--- config.mk ---
export PLATFORM = sky130hd
export DESIGN_NAME = uart_frame_sched
export DESIGN_NICKNAME = d
export VERILOG_FILES = /design/src/rtl/uart_frame_sched.sv
export SDC_FILE = /design/constraint.sdc
export NUM_CORES = 1
export LEC_CHECK = 0
export BUFFER_PORTS_ARGS = -buffer_cell sky130_fd_sc_hd__buf_4
export CAP_MARGIN = 20
export CORE_ASPECT_RATIO = 0.6
export CORE_MARGIN = 1.5
export CORE_UTILIZATION = 28
export CTS_CLUSTER_SIZE = 10
export DETAILED_ROUTE_END_ITERATION = 16
export GPL_TIMING_DRIVEN = 0
export HOLD_SLACK_MARGIN = 0.02
export PLACE_DENSITY = 0.45
export SLEW_MARGIN = 20
export SYNTH_ARGS = -nofsm -noshare
export SYNTH_HDL_FRONTEND = slang
export SYNTH_SLANG_ARGS = --single-unit
--- constraint.sdc ---
create_clock -name clk -period 1.5 [get_ports clk]
set_clock_uncertainty 0.05 [all_clocks]
set_input_delay 0.225 -clock clk [delete_from_list [all_inputs] [get_ports clk]]
set_output_delay 0.225 -clock clk [all_outputs]
set_load 0.005 [all_outputs]
--- src/rtl/uart_frame_sched.sv ---
// uart_frame_sched: sequences one telemetry frame per frame_tick over the
// board-to-board UART link. It steps the word multiplexer through word_idx,
// splits each 16-bit word into two bytes (high byte first) for uart_tx, and
// runs a watchdog on received sync keywords. While the link is down only
// word 0 (the sync word) is sent in each frame.
module uart_frame_sched #(
    parameter int NUM_WORDS = 8,
    parameter int MUX_LAT   = 1,
    parameter int TIMEOUT   = 6500000
) (
    input  logic        clk,
    input  logic        rst,
    input  logic        frame_tick_i,
    input  logic [15:0] word_data_i,
    input  logic        tx_busy_i,
    input  logic        tx_done_i,
    input  logic        rx_sync_i,
    output logic [3:0]  word_idx_o,
    output logic [7:0]  tx_data_o,
    output logic        tx_start_o,
    output logic        frame_active_o,
    output logic        frame_overrun_o,
    output logic        con_broken_o
);

    localparam int MW = $clog2(MUX_LAT + 1) + 1;
    localparam int CW = $clog2(TIMEOUT + 1);
    localparam logic [3:0]    LAST_FULL = 4'(NUM_WORDS - 1);
    localparam logic [MW-1:0] MUX_END   = MW'(MUX_LAT);
    localparam logic [CW-1:0] WD_END    = CW'(TIMEOUT);

    typedef enum logic [2:0] {
        S_IDLE    = 3'd0,
        S_LOAD    = 3'd1,
        S_SEND_HI = 3'd2,
        S_WAIT_HI = 3'd3,
        S_SEND_LO = 3'd4,
        S_WAIT_LO = 3'd5
    } state_t;

    state_t         state_q, state_d;
    logic [3:0]     word_idx_q, word_idx_d;
    logic [3:0]     last_q, last_d;
    logic [7:0]     tx_data_q, tx_data_d;
    logic           tx_start_q, tx_start_d;
    logic           frame_active_q, frame_active_d;
    logic           overrun_q, overrun_d;
    logic           pending_q, pending_d;
    logic [MW-1:0]  mux_cnt_q, mux_cnt_d;
    logic [15:0]    hold_q, hold_d;
    logic [CW-1:0]  wd_cnt_q, wd_cnt_d;
    logic           con_broken_q, con_broken_d;

    // Frame sequencer next-state: word stepping, byte launch and tick queuing.
    always_comb begin
        state_d        = state_q;
        word_idx_d     = word_idx_q;
        last_d         = last_q;
        tx_data_d      = tx_data_q;
        tx_start_d     = 1'b0;
        frame_active_d = frame_active_q;
        mux_cnt_d      = mux_cnt_q;
        hold_d         = hold_q;
        // A tick during an active frame queues one frame; a second one is dropped.
        pending_d      = pending_q | (frame_tick_i & frame_active_q);
        overrun_d      = frame_tick_i & frame_active_q & pending_q;

        case (state_q)
            S_IDLE: begin
                if (frame_tick_i || pending_q) begin
                    word_idx_d     = 4'd0;
                    pending_d      = 1'b0;
                    frame_active_d = 1'b1;
                    // Frame length is fixed at frame start from the link state.
                    last_d         = con_broken_q ? 4'd0 : LAST_FULL;
                    mux_cnt_d      = '0;
                    state_d        = S_LOAD;
                end else begin
                    state_d = S_IDLE;
                end
            end
            S_LOAD: begin
                // The mux needs MUX_LAT cycles after word_idx moves; sample one
                // cycle after that so a registered mux output is settled.
                if (mux_cnt_q == MUX_END) begin
                    hold_d  = word_data_i;
                    state_d = S_SEND_HI;
                end else begin
                    mux_cnt_d = mux_cnt_q + MW'(1);
                end
            end
            S_SEND_HI: begin
                if (!tx_busy_i) begin
                    tx_data_d  = hold_q[15:8];
                    tx_start_d = 1'b1;
                    state_d    = S_WAIT_HI;
                end else begin
                    state_d = S_SEND_HI;
                end
            end
            S_WAIT_HI: begin
                if (tx_done_i) begin
                    state_d = S_SEND_LO;
                end else begin
                    state_d = S_WAIT_HI;
                end
            end
            S_SEND_LO: begin
                if (!tx_busy_i) begin
                    tx_data_d  = hold_q[7:0];
                    tx_start_d = 1'b1;
                    state_d    = S_WAIT_LO;
                end else begin
                    state_d = S_SEND_LO;
                end
            end
            S_WAIT_LO: begin
                if (tx_done_i) begin
                    if (word_idx_q == last_q) begin
                        frame_active_d = 1'b0;
                        state_d        = S_IDLE;
                    end else begin
                        word_idx_d = word_idx_q + 4'd1;
                        mux_cnt_d  = '0;
                        state_d    = S_LOAD;
                    end
                end else begin
                    state_d = S_WAIT_LO;
                end
            end
            default: begin
                state_d = S_IDLE;
            end
        endcase
    end

    // Link watchdog next-state: a sync keyword always wins over expiry.
    always_comb begin
        wd_cnt_d     = wd_cnt_q;
        con_broken_d = con_broken_q;
        if (rx_sync_i) begin
            wd_cnt_d     = '0;
            con_broken_d = 1'b0;
        end else if (wd_cnt_q == WD_END) begin
            con_broken_d = 1'b1;
        end else begin
            wd_cnt_d = wd_cnt_q + CW'(1);
        end
    end

    // State and output registers with synchronous reset; link starts down.
    always_ff @(posedge clk) begin
        if (rst) begin
            state_q        <= S_IDLE;
            word_idx_q     <= 4'd0;
            last_q         <= 4'd0;
            tx_data_q      <= 8'd0;
            tx_start_q     <= 1'b0;
            frame_active_q <= 1'b0;
            overrun_q      <= 1'b0;
            pending_q      <= 1'b0;
            mux_cnt_q      <= '0;
            hold_q         <= 16'd0;
            wd_cnt_q       <= '0;
            con_broken_q   <= 1'b1;
        end else begin
            state_q        <= state_d;
            word_idx_q     <= word_idx_d;
            last_q         <= last_d;
            tx_data_q      <= tx_data_d;
            tx_start_q     <= tx_start_d;
            frame_active_q <= frame_active_d;
            overrun_q      <= overrun_d;
            pending_q      <= pending_d;
            mux_cnt_q      <= mux_cnt_d;
            hold_q         <= hold_d;
            wd_cnt_q       <= wd_cnt_d;
            con_broken_q   <= con_broken_d;
        end
    end

    assign word_idx_o      = word_idx_q;
    assign tx_data_o       = tx_data_q;
    assign tx_start_o      = tx_start_q;
    assign frame_active_o  = frame_active_q;
    assign frame_overrun_o = overrun_q;
    assign con_broken_o    = con_broken_q;

endmodule

Word level (Yosys, flattened, before mapping)
Index checks and enable logic that the tools add are counted.

operators by class
  add/subtract/negate cells = 3
  equality and inequality tests = 16
  mux-type cells = 30
  bitwise operators = 4
  reduce and logical (&&, ||, !) cells = 15

operators with widths
  operator                                                          count
  23-bit by 1-bit adder with 23-bit output (second input constant)  1
  23-bit == test (second input constant)                            1
  3-bit case mux with 6 select lines                                1
  8-bit 2-to-1 mux                                                  2
  2-bit inequality test (second input constant)                     8
  8-bit case mux with 2 select lines                                1
  1-bit 2-to-1 mux                                                  12
  3-bit 2-to-1 mux                                                  4
  4-bit 2-to-1 mux                                                  3
  2-bit 2-to-1 mux                                                  4
  4-bit case mux with 2 select lines                                1
  4-bit AND reduction                                               2
  3-bit by 2-bit == test with 1-bit output (second input constant)  2
  3-bit == test (second input constant)                             2
  2-bit case mux with 3 select lines                                1
  2-bit nonzero test                                                3
  2-bit OR reduction                                                3
  5-bit AND reduction                                               1
  4-bit by 1-bit adder with 4-bit output (second input constant)    1
  4-bit == test                                                     1
  2-bit AND reduction                                               2
  3-bit by 1-bit == test with 1-bit output (second input constant)  1
  3-bit logical NOT                                                 1
  3-bit AND reduction                                               1
  other kinds (8)                                                   9

word-level totals
  flip-flop bits (word level) = 65
  bits of input ports = 22
  output and inout bits = 16
  word-level logic and storage cells = 80

Logic depth before layout (Yosys ltp)
Gate-level depths: netlist (run 1).

  depth in word-level cells = 4
  gate-level depth with buffers = 8
  gate-level depth less buffers = 7

Least setup slack after synthesis (run 1)
OpenSTA, ideal clock, no wires.

  path type = register to register
  start point = reg word_idx_q[0], in the netlist word_idx_o[0]
  end point = reg word_idx_q[1], in the netlist word_idx_o[1]
  library setup time = 0.114 ns
  arrival time = 1.501 ns
  required time = 1.336 ns
  slack = -0.166 ns
  cell stages (with the launch flop) = 6
  buffers on the path = 0
  clock period less this slack = 1.666 ns
  cell sequence = dfxtp_1 > or4_4 > a211o_1 > nand2_2 > mux2i_1 > nor2_1

between the ends
  cells in the longest elaborated chain, start to end = 4
  elaborated cells on any way between the ends = 7
  those cells by class = 1 x add/sub; 2 x eq/ne; 3 x mux; 1 x reduce/logical

ends and longest elaborated chain
  what                                    line  text
  start: declaration                      42    logic [3:0] word_idx_q, word_idx_d;
  start signal: assignment                168   word_idx_q <= word_idx_d;
  4-bit by 1-bit adder with 4-bit output  123   word_idx_d = word_idx_q + 4'd1;
  4-bit 2-to-1 mux                        119   if (word_idx_q == last_q) begin
  4-bit 2-to-1 mux                        118   if (tx_done_i) begin
  4-bit case mux with 2 select lines      68    case (state_q)

Several ways; a longest one is shown, not always the timed one. The select of a mux whose other input is x is not followed.
A chain may end at the register's enable or synchronous reset.

Worst setup path in the final report (run 1)
  start point = reg last_q[1]
  end point = reg mux_cnt_q[1]

between the ends
  cells in the longest elaborated chain, start to end = 3

ends and longest elaborated chain
  what                             line  text
  start: declaration               43    logic [3:0] last_q, last_d;
  start signal: assignment         169   last_q <= last_d;
  4-bit == test                    119
  2-bit inequality test (no line)  -
  5-bit AND reduction (no line)    -
  end signal: assignment           175   mux_cnt_q <= mux_cnt_d;
  end: declaration                 49    logic [MW-1:0] mux_cnt_q, mux_cnt_d;

Every way passes these cells.

==> qor.csv, run 1 <==
metric;value;unit
status;finished, violations left;
failing checks;setup timing;
initial antenna violation count;0;
worst min path class;input pin to flop;
maximum vdd drop;0.560;mV
routability cong.;0.751;
Die Wd;132;microns
clk_lat worst skew;0.33;ns
FILL cells;985;
row count;28;
critical path startpoint category;flop;
Final Util;43.6;%
Sink Count;62;
# IOs;38;
routed vias;2528;
sw power;968;uW
Leak;0.00164;uW
top fanout value on the critical path;3;
Synth cell types;47;
Root Buffer;clkbuf_16;
mapped cell area;2800;sq um
Cell Area, Placed;3280;sq um
Sw Share;23.6;%
FF/Latch Area;1280;sq um
Area growth syn-to-layout;52.2;%
Logic pwr share;10.3;%
Final Instance Count excl. Fillers;546;
ant diodes;0;
grt total ovfl;0;
DRC Markers;0;
worst-margin pin slew;0.709;ns
Post-synth EDFFs;0;
Final ANT Viol Nets;0;
Final Cell Area;4260;sq um
CTS tree;yes;
min Tclk post-route;1.69;ns
worst endpoint data arrival time;1.86;ns
Synth async-reset ratio;0;%
clock transition at the registers of the reported paths;0.05;ns
Starting Density;28.6;%
syn nets;352;
pwr/cell area;965;nW/um^2
pre-CTS WS;-0.293;ns
max-slew violations;0;
Num CTS Buffers;9;
DRT Pass-1 Iters;4;
average wire per standard cell;13.8;microns
clock share of power;48.1;%
core area;9770;sq um
Routed WL;7560;microns
# port buffers;37;
Total Power;4110;uW
Fin. Hold Viols;0;
MaxCap Viol Count;0;
endpoints failing setup;26;
Detailed Place HPWL;4940;microns
Mapped Cells;326;
maximum number of pins on one net before global-route repair;11;
P_int;3140;uW
mean post-synth cell area;8.59;sq um
critical path type;flop to flop;
H-tree Lvls;3;
sequential power share;41.6;%
Post-Place Cells;498;
#FFs+latches synth;62;
Req. time, crit path;1.67;ns
post-route clock period utilization;113;%
vias in the first global route;2258;
mean number of vias per cell;4.63;
max_slew headroom;52.7;%
final worst slack;-0.192;ns
first-pass GRT wire length;11900;microns
fmax;591;MHz
Seq/Total Area, Yosys;44.3;%
GR Util All Layers;14.8;%
# nets final;432;
CP Capture Type;flop;
main flop type after synthesis;dfxtp_1;
DR iter-0 viols;126;
RSZ-0062 raised after global routing;true;
Die Span Y;80.4;microns
clock buffer depth;2;
die area;10600;sq um
area of the multi-input gates;1770;sq um
layout cells sized above 1;43.6;%
synthesis warning total;0;
-- metrics by stage --
stage                     hold WS (ns)  setup TNS, ns
after floorplan                  0.277         -0.689
after global placement           0.376          -7.17
after detailed placement         0.383          -7.29
after CTS                       0.0815          -3.06
after global routing            0.0798          -4.64
final                           0.0907          -2.07
-- layer usage --
metal / vias up / GRT usage [%] / share of wire [%] / routed length (microns)
li1: 1281 / - / - / -
met1: 1198 / 21.5 / 54 / 4060
met2: 41 / 19.4 / 40 / 3020
met3: 8 / 5.49 / 5.0 / 378
met4: 0 / 4.67 / 1.2 / 90
met5: - / 0 / 0 / 0
-- synth_stat cells, types with 2 or more instances --
master     n  area, sq um
nand4_1    7         43.8
ha_1       4         50.1
and2_1     2         12.5
o21ai_0    4         20.0
and4b_1    2         20.0
xnor2_1   10         87.6
a31oi_1    2         12.5
clkbuf_1   9         33.8
or2_2      3         18.8
or3_1      6         37.5
nor3_1     8         40.0
nor2_1    47          176
nor3b_1    3         22.5
nor4_1     3         18.8
buf_2      7         35.0
and4_1     3         26.3
mux2i_1   10          100
nor4_4     3         63.8
and3_1     2         12.5
inv_1      6         22.5
a211oi_1   2         15.0
xor2_1    12          105
nand2b_1   2         12.5
a21oi_1   35          175
dfxtp_1   62         1240
nand2_1   41          154
nand3_1   11         55.1
-- critical path: stages, from the launching register on --
cell	delay, ns
dfxtp_2	0.32
or4_4	0.53
buf_4	0.16
nand4_1	0.12
a21oi_4	0.10
mux2_4	0.30
-- cells in the final DEF, fill, tap and decap left out, drive strengths merged, types with 3 or more instances in the layout --
master / instances
a21oi: 36
and4: 4
buf: 78
clkbuf: 21
dfxtp: 62
ha: 4
inv: 6
mux2i: 10
nand2: 42
nand3: 11
nand4: 7
nor2: 47
nor3: 8
nor3b: 4
nor4: 6
o21ai: 4
or2: 3
or3: 6
xnor2: 10
xor2: 12
-- power by group through the flow --
stage / Clock, uW / Sequential [uW] / Combinational [uW]
floorplan: 0 / 1740 / 194
global placement: 0 / 1750 / 303
detailed placement: 0 / 1750 / 305
CTS: 2040 / 1710 / 373
global route: 2120 / 1710 / 467
finish: 1980 / 1710 / 425
-- what timing repair did --
item,in CTS,in global routing
hold endpoints to repair,1,0
pin swaps,18,28
endpoints found under the setup margin,42,51
setup buffers,23,12
gates cloned,1,1
gates resized for setup,60,57
hold buffers,1,0
-- layout make-up --
class                   instances  area share (%)
multi-input cells             240            41.6
plain buffers                  14            2.56
clock inverters                 3           0.411
inverters                       6           0.529
flip-flops and latches         62            30.1
clock buffers                  13            6.35
repair buffers                 73            14.4
well taps                     135            3.97
-- kinds of logic after synthesis --
family          after synthesis  synth area share [%]
buf+inv                      24                  3.71
compound gates               49                  9.66
fa+ha+maj                     4                  1.79
xor+xnor                     22                  6.88
mux                          12                  4.51
simple gates                153                  29.1
flops                        62                  44.3
-- sequential cells by signal, indices dropped and copies added, names as in the netlist --
register         count
pending_q            1
tx_start_o           1
mux_cnt_q            2
last_q               1
hold_q              16
wd_cnt_q            23
word_idx_o           4
tx_data_o            8
con_broken_o         1
frame_overrun_o      1
frame_active_o       1
state_q              3
-- worst paths after layout --
check / start / endpoint / slack, ns / cells after the start
worst min-delay path: word_data_i[15] / hold_q[15]$_SDFFE_PP0P_ / 0.09 / 3
worst max register to register: last_q[1]$_SDFFE_PP0N_ / mux_cnt_q[1]$_SDFFE_PP0P_ / -0.19 / 5
worst max-delay path: last_q[1]$_SDFFE_PP0N_ / mux_cnt_q[1]$_SDFFE_PP0P_ / -0.19 / 5
worst min register to register: hold_q[6]$_SDFFE_PP0P_ / hold_q[6]$_SDFFE_PP0P_ / 0.40 / 2
No activity file was read; power rests on OpenSTA's default activity.
==> run 2, diff against run 1 <==
--- a/config.mk
+++ b/config.mk
@@ -14,7 +14,7 @@
 export DETAILED_ROUTE_END_ITERATION = 16
 export GPL_TIMING_DRIVEN = 0
 export HOLD_SLACK_MARGIN = 0.02
-export PLACE_DENSITY = 0.45
+export PLACE_DENSITY_LB_ADDON = 0.05
 export SLEW_MARGIN = 20
 export SYNTH_ARGS = -nofsm -noshare
 export SYNTH_HDL_FRONTEND = slang
==> constraint.sdc (replaced) <==
create_clock -name clk -period 1.6 [get_ports clk]
set_clock_uncertainty 0.05 [all_clocks]
set_input_delay 0.24 -clock clk [delete_from_list [all_inputs] [get_ports clk]]
set_output_delay 0.24 -clock clk [all_outputs]
set_load 0.005 [all_outputs]
==> qor.csv, run 2 (synthesized netlist as in run 1, its figures left out) <==
metric;value;unit;change
max-slew violations;0;;unchanged
failing checks;setup timing;;unchanged
Detailed Place HPWL;5290;microns;was 4940 microns
max_slew headroom;56.6;%;was 52.7%
row count;28;;unchanged
Worst Path Buf+Inv;0;;was 1
grt total ovfl;0;;unchanged
Routed WL;7370;microns;was 7560 microns
fmax;587;MHz;was 591 MHz
Post-Place Cells;498;;unchanged
Biggest register;wd_cnt_q;;unchanged
critical path type;flop to flop;;unchanged
uppermost layer routed;met4;;unchanged
Final Instance Count excl. Fillers;523;;was 546
CP cell instances;or4_4 -> a211o_1 -> nand2_2 -> mux2i_1 -> nor2_1;;was or4_4 -> buf_4 -> nand4_1 -> a21oi_4 -> mux2_4
Leak;0.00140;uW;was 0.00164 uW
RSZ-0062 raised after global routing;true;;unchanged
worst min path class;input pin to flop;;unchanged
WHS;0.0651;ns;was 0.0907 ns
average wire per standard cell;14.1;microns;was 13.8 microns
status;finished, violations left;;unchanged
min Tclk post-route;1.70;ns;was 1.69 ns
Final ANT Viol Nets;0;;unchanged
DR iter-0 viols;116;;was 126
wl on met1;4400;microns;was 4060 microns
clock buffer depth;2;;unchanged
mean number of vias per cell;4.60;;was 4.63
DRC Markers;0;;unchanged
# port buffers;37;;unchanged
pwr/cell area;1040;nW/um^2;was 965 nW/um^2
H-tree Lvls;3;;unchanged
slowest stage cell, crit path;or4_4;;unchanged
worst endpoint data arrival time;1.87;ns;was 1.86 ns
CP Capture Type;flop;;unchanged
core area;9770;sq um;unchanged
FILL cells;997;;was 985
met3 wire len;387;microns;was 378 microns
commonest non-fill, non-tap cells in the layout;50 x buf_4, 47 x dfxtp_1, 46 x nor2_1, 40 x nand2_1, 31 x a21oi_1;;was 61 x buf_4, 45 x nor2_1, 44 x dfxtp_1, 35 x nand2_1, 25 x a21oi_1
Max stage delay on crit path;0.55;ns;was 0.53 ns
endpoints failing setup;12;;was 26
Die Wd;132;microns;unchanged
Num CTS Buffers;9;;unchanged
clk_lat worst skew;0.33;ns;about the same
Sink Count;62;;unchanged
Area growth syn-to-layout;40.3;%;was 52.2%
die area;10600;sq um;unchanged
routed vias;2408;;was 2,528
# nets final;409;;was 432
Root Buffer;clkbuf_16;;unchanged
final worst slack;-0.102;ns;was -0.192 ns
post-route clock period utilization;106;%;was 113%
hold_buf cts;0;;was 1
max reg flops;23;;unchanged
vias in the first global route;2064;;was 2,258
worst-margin pin slew;0.652;ns;was 0.709 ns
DRT Pass-1 Iters;5;;was 4
first-pass GRT wire length;11400;microns;was 11,900 microns
# IOs;38;;unchanged
routability cong.;0.696;;was 0.751
ant diodes;0;;unchanged
MaxCap Viol Count;0;;unchanged
cell family contributing the most delay on the critical path;simple AND/OR/NAND/NOR gates;;unchanged
maximum number of pins on one net before global-route repair;17;;was 11
maximum vdd drop;0.514;mV;was 0.560 mV
critical path startpoint category;flop;;unchanged
met2 WL post-DR;2480;microns;was 3020 microns
initial antenna violation count;0;;unchanged
top fanout value on the critical path;4;;was 3
Die Span Y;80.4;microns;unchanged
Starting Density;28.6;%;unchanged
most common cell after layout, fill and taps aside;buf_4;;unchanged
Fin. Hold Viols;0;;unchanged
CTS tree;yes;;unchanged
Req. time, crit path;1.77;ns;was 1.67 ns
layout cells sized above 1;35.6;%;was 43.6%
clock transition at the registers of the reported paths;0.05;ns;about the same
GR Util All Layers;14.5;%;was 14.8%
## run 2: cell types whose count changed in the layout (fill, tap and decap cells not counted), sizes merged
cell / change
bufinv: +2
dlygate4sd3: -1
buf: -23
clkbuf: -1
## run 2: timing repair
item	CTS	global route
resized for setup	40	36
setup buffers	6	5
gates cloned	0	1
setup endpoints to repair	39	45
pin swaps	5	10
## run 2: worst paths after layout
kind                            depth (start not counted)  slack, ns                    endpoint               startpoint
worst max-delay path                                    5      -0.10  word_idx_o[1]$_SDFFE_PP0P_   last_q[1]$_SDFFE_PP0N_
worst min-delay path                                    2       0.07   con_broken_o$_SDFFE_PP1P_                rx_sync_i
worst max register to register                          5      -0.10  word_idx_o[1]$_SDFFE_PP0P_   last_q[1]$_SDFFE_PP0N_
worst min register to register                          2       0.40     hold_q[11]$_SDFFE_PP0P_  hold_q[11]$_SDFFE_PP0P_
## run 2: stage by stage
stage               TNS [ns]  setup WS, ns  instance area, sq um  utilization [%]  total power [uW]
finish                -0.499        -0.102                  3930             40.2              4090
global route           -1.64        -0.161                  3930             40.2              4260
CTS                   -0.250       -0.0710                  3760             38.5              4120
detailed placement     -5.49        -0.277                  3270             33.5              1930
global placement       -5.37        -0.234                  3270             33.5              1930
floorplan            -0.0128      -0.00701                  2830                -              1820
## run 2: worst register-to-register path, cell delays in order (launching register included)
cell,delay (ns)
dfxtp_2,0.33
or4_4,0.55
a211o_1,0.31
nand2_2,0.12
mux2i_1,0.19
nor2_1,0.05
## run 2: layout make-up
cell class / instances / area, sq um / area share (%)
multi-input combinational: 240 / 1660 / 42.2
sequential: 62 / 1270 / 32.5
timing repair buffer: 49 / 365 / 9.31
clock buffer: 11 / 253 / 6.44
tap: 135 / 169 / 4.30
buffer: 15 / 101 / 2.58
clock inverter: 5 / 81.3 / 2.07
inverter: 6 / 25.0 / 0.637
## run 2: report_power, final
group,internal (uW),switching (uW),total (uW)
Combinational,164,174,339
Clock,1450,700,2150
Sequential,1570,29.3,1600
Total,3180,903,4090
## run 2: metal layers
layer  GRT usage, %  vias up
li1               -     1233
met1           22.6     1125
met2           16.2       40
met3           5.56       10
met4           6.00        0
met5              0        -
==> run 3, diff against run 2 <==
==> constraint.sdc (replaced) <==
create_clock -name clk -period 1.6 [get_ports clk]
set_clock_uncertainty 0.05 [all_clocks]
set_input_delay 0.24 -clock clk [delete_from_list [all_inputs] [get_ports clk]]
set_output_delay 0.24 -clock clk [all_outputs]
set_load 0.1 [all_outputs]
==> qor.csv, run 3 (synthesized netlist as in run 1, its figures left out) <==
metric;value;unit;change
status;finished, violations left;;unchanged
failing checks;setup timing;;unchanged
core area;9770;sq um;unchanged
grt total ovfl;0;;unchanged
critical path type;flop to flop;;unchanged
slowest stage cell, crit path;or3_4;;was or4_4
DRC Markers;0;;unchanged
clock transition at the registers of the reported paths;0.06;ns;was 0.05 ns
Routed WL;7260;microns;was 7370 microns
Area growth syn-to-layout;42.0;%;was 40.3%
Final Cell Area;3980;sq um;was 3930 sq um
Max stage delay on crit path;0.39;ns;was 0.55 ns
min Tclk post-route;1.70;ns;about the same
clk_lat worst skew;0.33;ns;about the same
max-slew violations;0;;unchanged
maximum vdd drop;0.585;mV;was 0.514 mV
initial antenna violation count;0;;unchanged
H-tree Lvls;3;;unchanged
Die Wd;132;microns;unchanged
max_slew headroom;61.3;%;was 56.6%
first-pass GRT wire length;11500;microns;was 11,400 microns
cell family contributing the most delay on the critical path;simple AND/OR/NAND/NOR gates;;unchanged
Fin. Hold Viols;0;;unchanged
die area;10600;sq um;unchanged
CP cell instances;buf_8 -> and3b_4 -> or3_4 -> a21oi_4 -> mux2_4;;was or4_4 -> a211o_1 -> nand2_2 -> mux2i_1 -> nor2_1
routability cong.;0.742;;was 0.696
commonest non-fill, non-tap cells in the layout;53 x buf_4, 47 x nor2_1, 45 x dfxtp_1, 40 x nand2_1, 33 x a21oi_1;;was 50 x buf_4, 47 x dfxtp_1, 46 x nor2_1, 40 x nand2_1, 31 x a21oi_1
# IOs;38;;unchanged
Die Span Y;80.4;microns;unchanged
# port buffers;37;;unchanged
final worst slack;-0.0964;ns;was -0.102 ns
critical path startpoint category;flop;;unchanged
vias in the first global route;2266;;was 2,064
pwr/cell area;1040;nW/um^2;about the same
Leak;0.00143;uW;was 0.00140 uW
Final ANT Viol Nets;0;;unchanged
Starting Density;28.6;%;unchanged
CTS tree;yes;;unchanged
DRT Pass-1 Iters;4;;was 5
Sink Count;62;;unchanged
Biggest register;wd_cnt_q;;unchanged
most common cell after layout, fill and taps aside;buf_4;;unchanged
RSZ-0062 raised after global routing;true;;unchanged
worst min path class;input pin to flop;;unchanged
max reg flops;23;;unchanged
average wire per standard cell;13.7;microns;was 14.1 microns
FILL cells;981;;was 997
mean number of vias per cell;4.60;;about the same
Root Buffer;clkbuf_16;;unchanged
Req. time, crit path;1.78;ns;was 1.77 ns
WHS;0.0573;ns;was 0.0651 ns
Cell Area, Placed;3260;sq um;was 3270 sq um
row count;28;;unchanged
routed vias;2433;;was 2,408
Total Power;4150;uW;was 4090 uW
post-route clock period utilization;106;%;about the same
CP Capture Type;flop;;unchanged
worst-margin pin slew;0.580;ns;was 0.652 ns
Setup TNS Final;-0.479;ns;was -0.499 ns
clock buffer depth;2;;unchanged
Worst Path Buf+Inv;1;;was 0
# nets final;415;;was 409
Num CTS Buffers;9;;unchanged
endpoints failing setup;10;;was 12
ant diodes;0;;unchanged
top fanout value on the critical path;7;;was 4
layout cells sized above 1;35.0;%;was 35.6%
worst endpoint data arrival time;1.87;ns;about the same
fmax;589;MHz;was 587 MHz
maximum number of pins on one net before global-route repair;17;;unchanged
hold_buf cts;0;;unchanged
Detailed Place HPWL;5000;microns;was 5290 microns
DR iter-0 viols;118;;was 116
GR Util All Layers;14.4;%;was 14.5%
MaxCap Viol Count;0;;unchanged
run 3: metal layers:
layer / track usage (%) / vias up / share of wire [%]
met5: 0 / - / 0
met4: 6.67 / 0 / 1.4
met3: 4.61 / 8 / 4.7
met2: 19.3 / 40 / 40
met1: 20.6 / 1146 / 54
li1: - / 1239 / -
run 3: stage by stage:
stage,setup slack (ns),std cells,util (%)
floorplan,-0.172,326,-
global placement,-0.265,498,33.4
finish,-0.0964,529,40.7
CTS,-0.0793,517,38.4
global route,-0.143,529,40.7
detailed placement,-0.240,498,33.4
run 3: power breakdown:
part           leakage [uW]  internal [uW]  switching, uW
logic              0.000757            164            241
registers          0.000511           1570           31.2
clock network      0.000159           1400            738
run 3: cell type report:
type,instances,area [sq um],share of cell area [%]
Sequential cell,62,1280,32.1
Multi-Input combinational cell,240,1630,40.9
Inverter,6,22.5,0.567
Tap cell,135,169,4.25
Buffer,16,121,3.05
Clock buffer,10,239,6.01
Clock inverter,6,83.8,2.11
Timing Repair Buffer,54,435,11.0
run 3: final timing paths:
path                      startpoint                         to  slack [ns]  cells past startpoint
max          state_q[2]$_SDFFE_PP0P_  mux_cnt_q[1]$_SDFFE_PP0P_        -0.1                      5
min                        rx_sync_i  con_broken_o$_SDFFE_PP1P_        0.06                      2
max reg2reg  state_q[2]$_SDFFE_PP0P_  mux_cnt_q[1]$_SDFFE_PP0P_        -0.1                      5
min reg2reg   hold_q[4]$_SDFFE_PP0P_     hold_q[4]$_SDFFE_PP0P_        0.41                      2
run 3: worst register-to-register path, delay by kind of cell (launching register included):
kind / cells / cell delay (ns)
AO/OA/AOI/OAI: 1 / 0.19
buffers and inverters: 1 / 0.13
flip-flops: 1 / 0.32
multiplexers: 1 / 0.31
AND/OR/NAND/NOR: 2 / 0.59
run 3: what timing repair did:
item                                    CTS  global route
cloned                                    0             1
pin swaps                                 7             3
gates resized for setup                  38            31
buffers inserted                          5            11
endpoints found under the setup margin   41            43
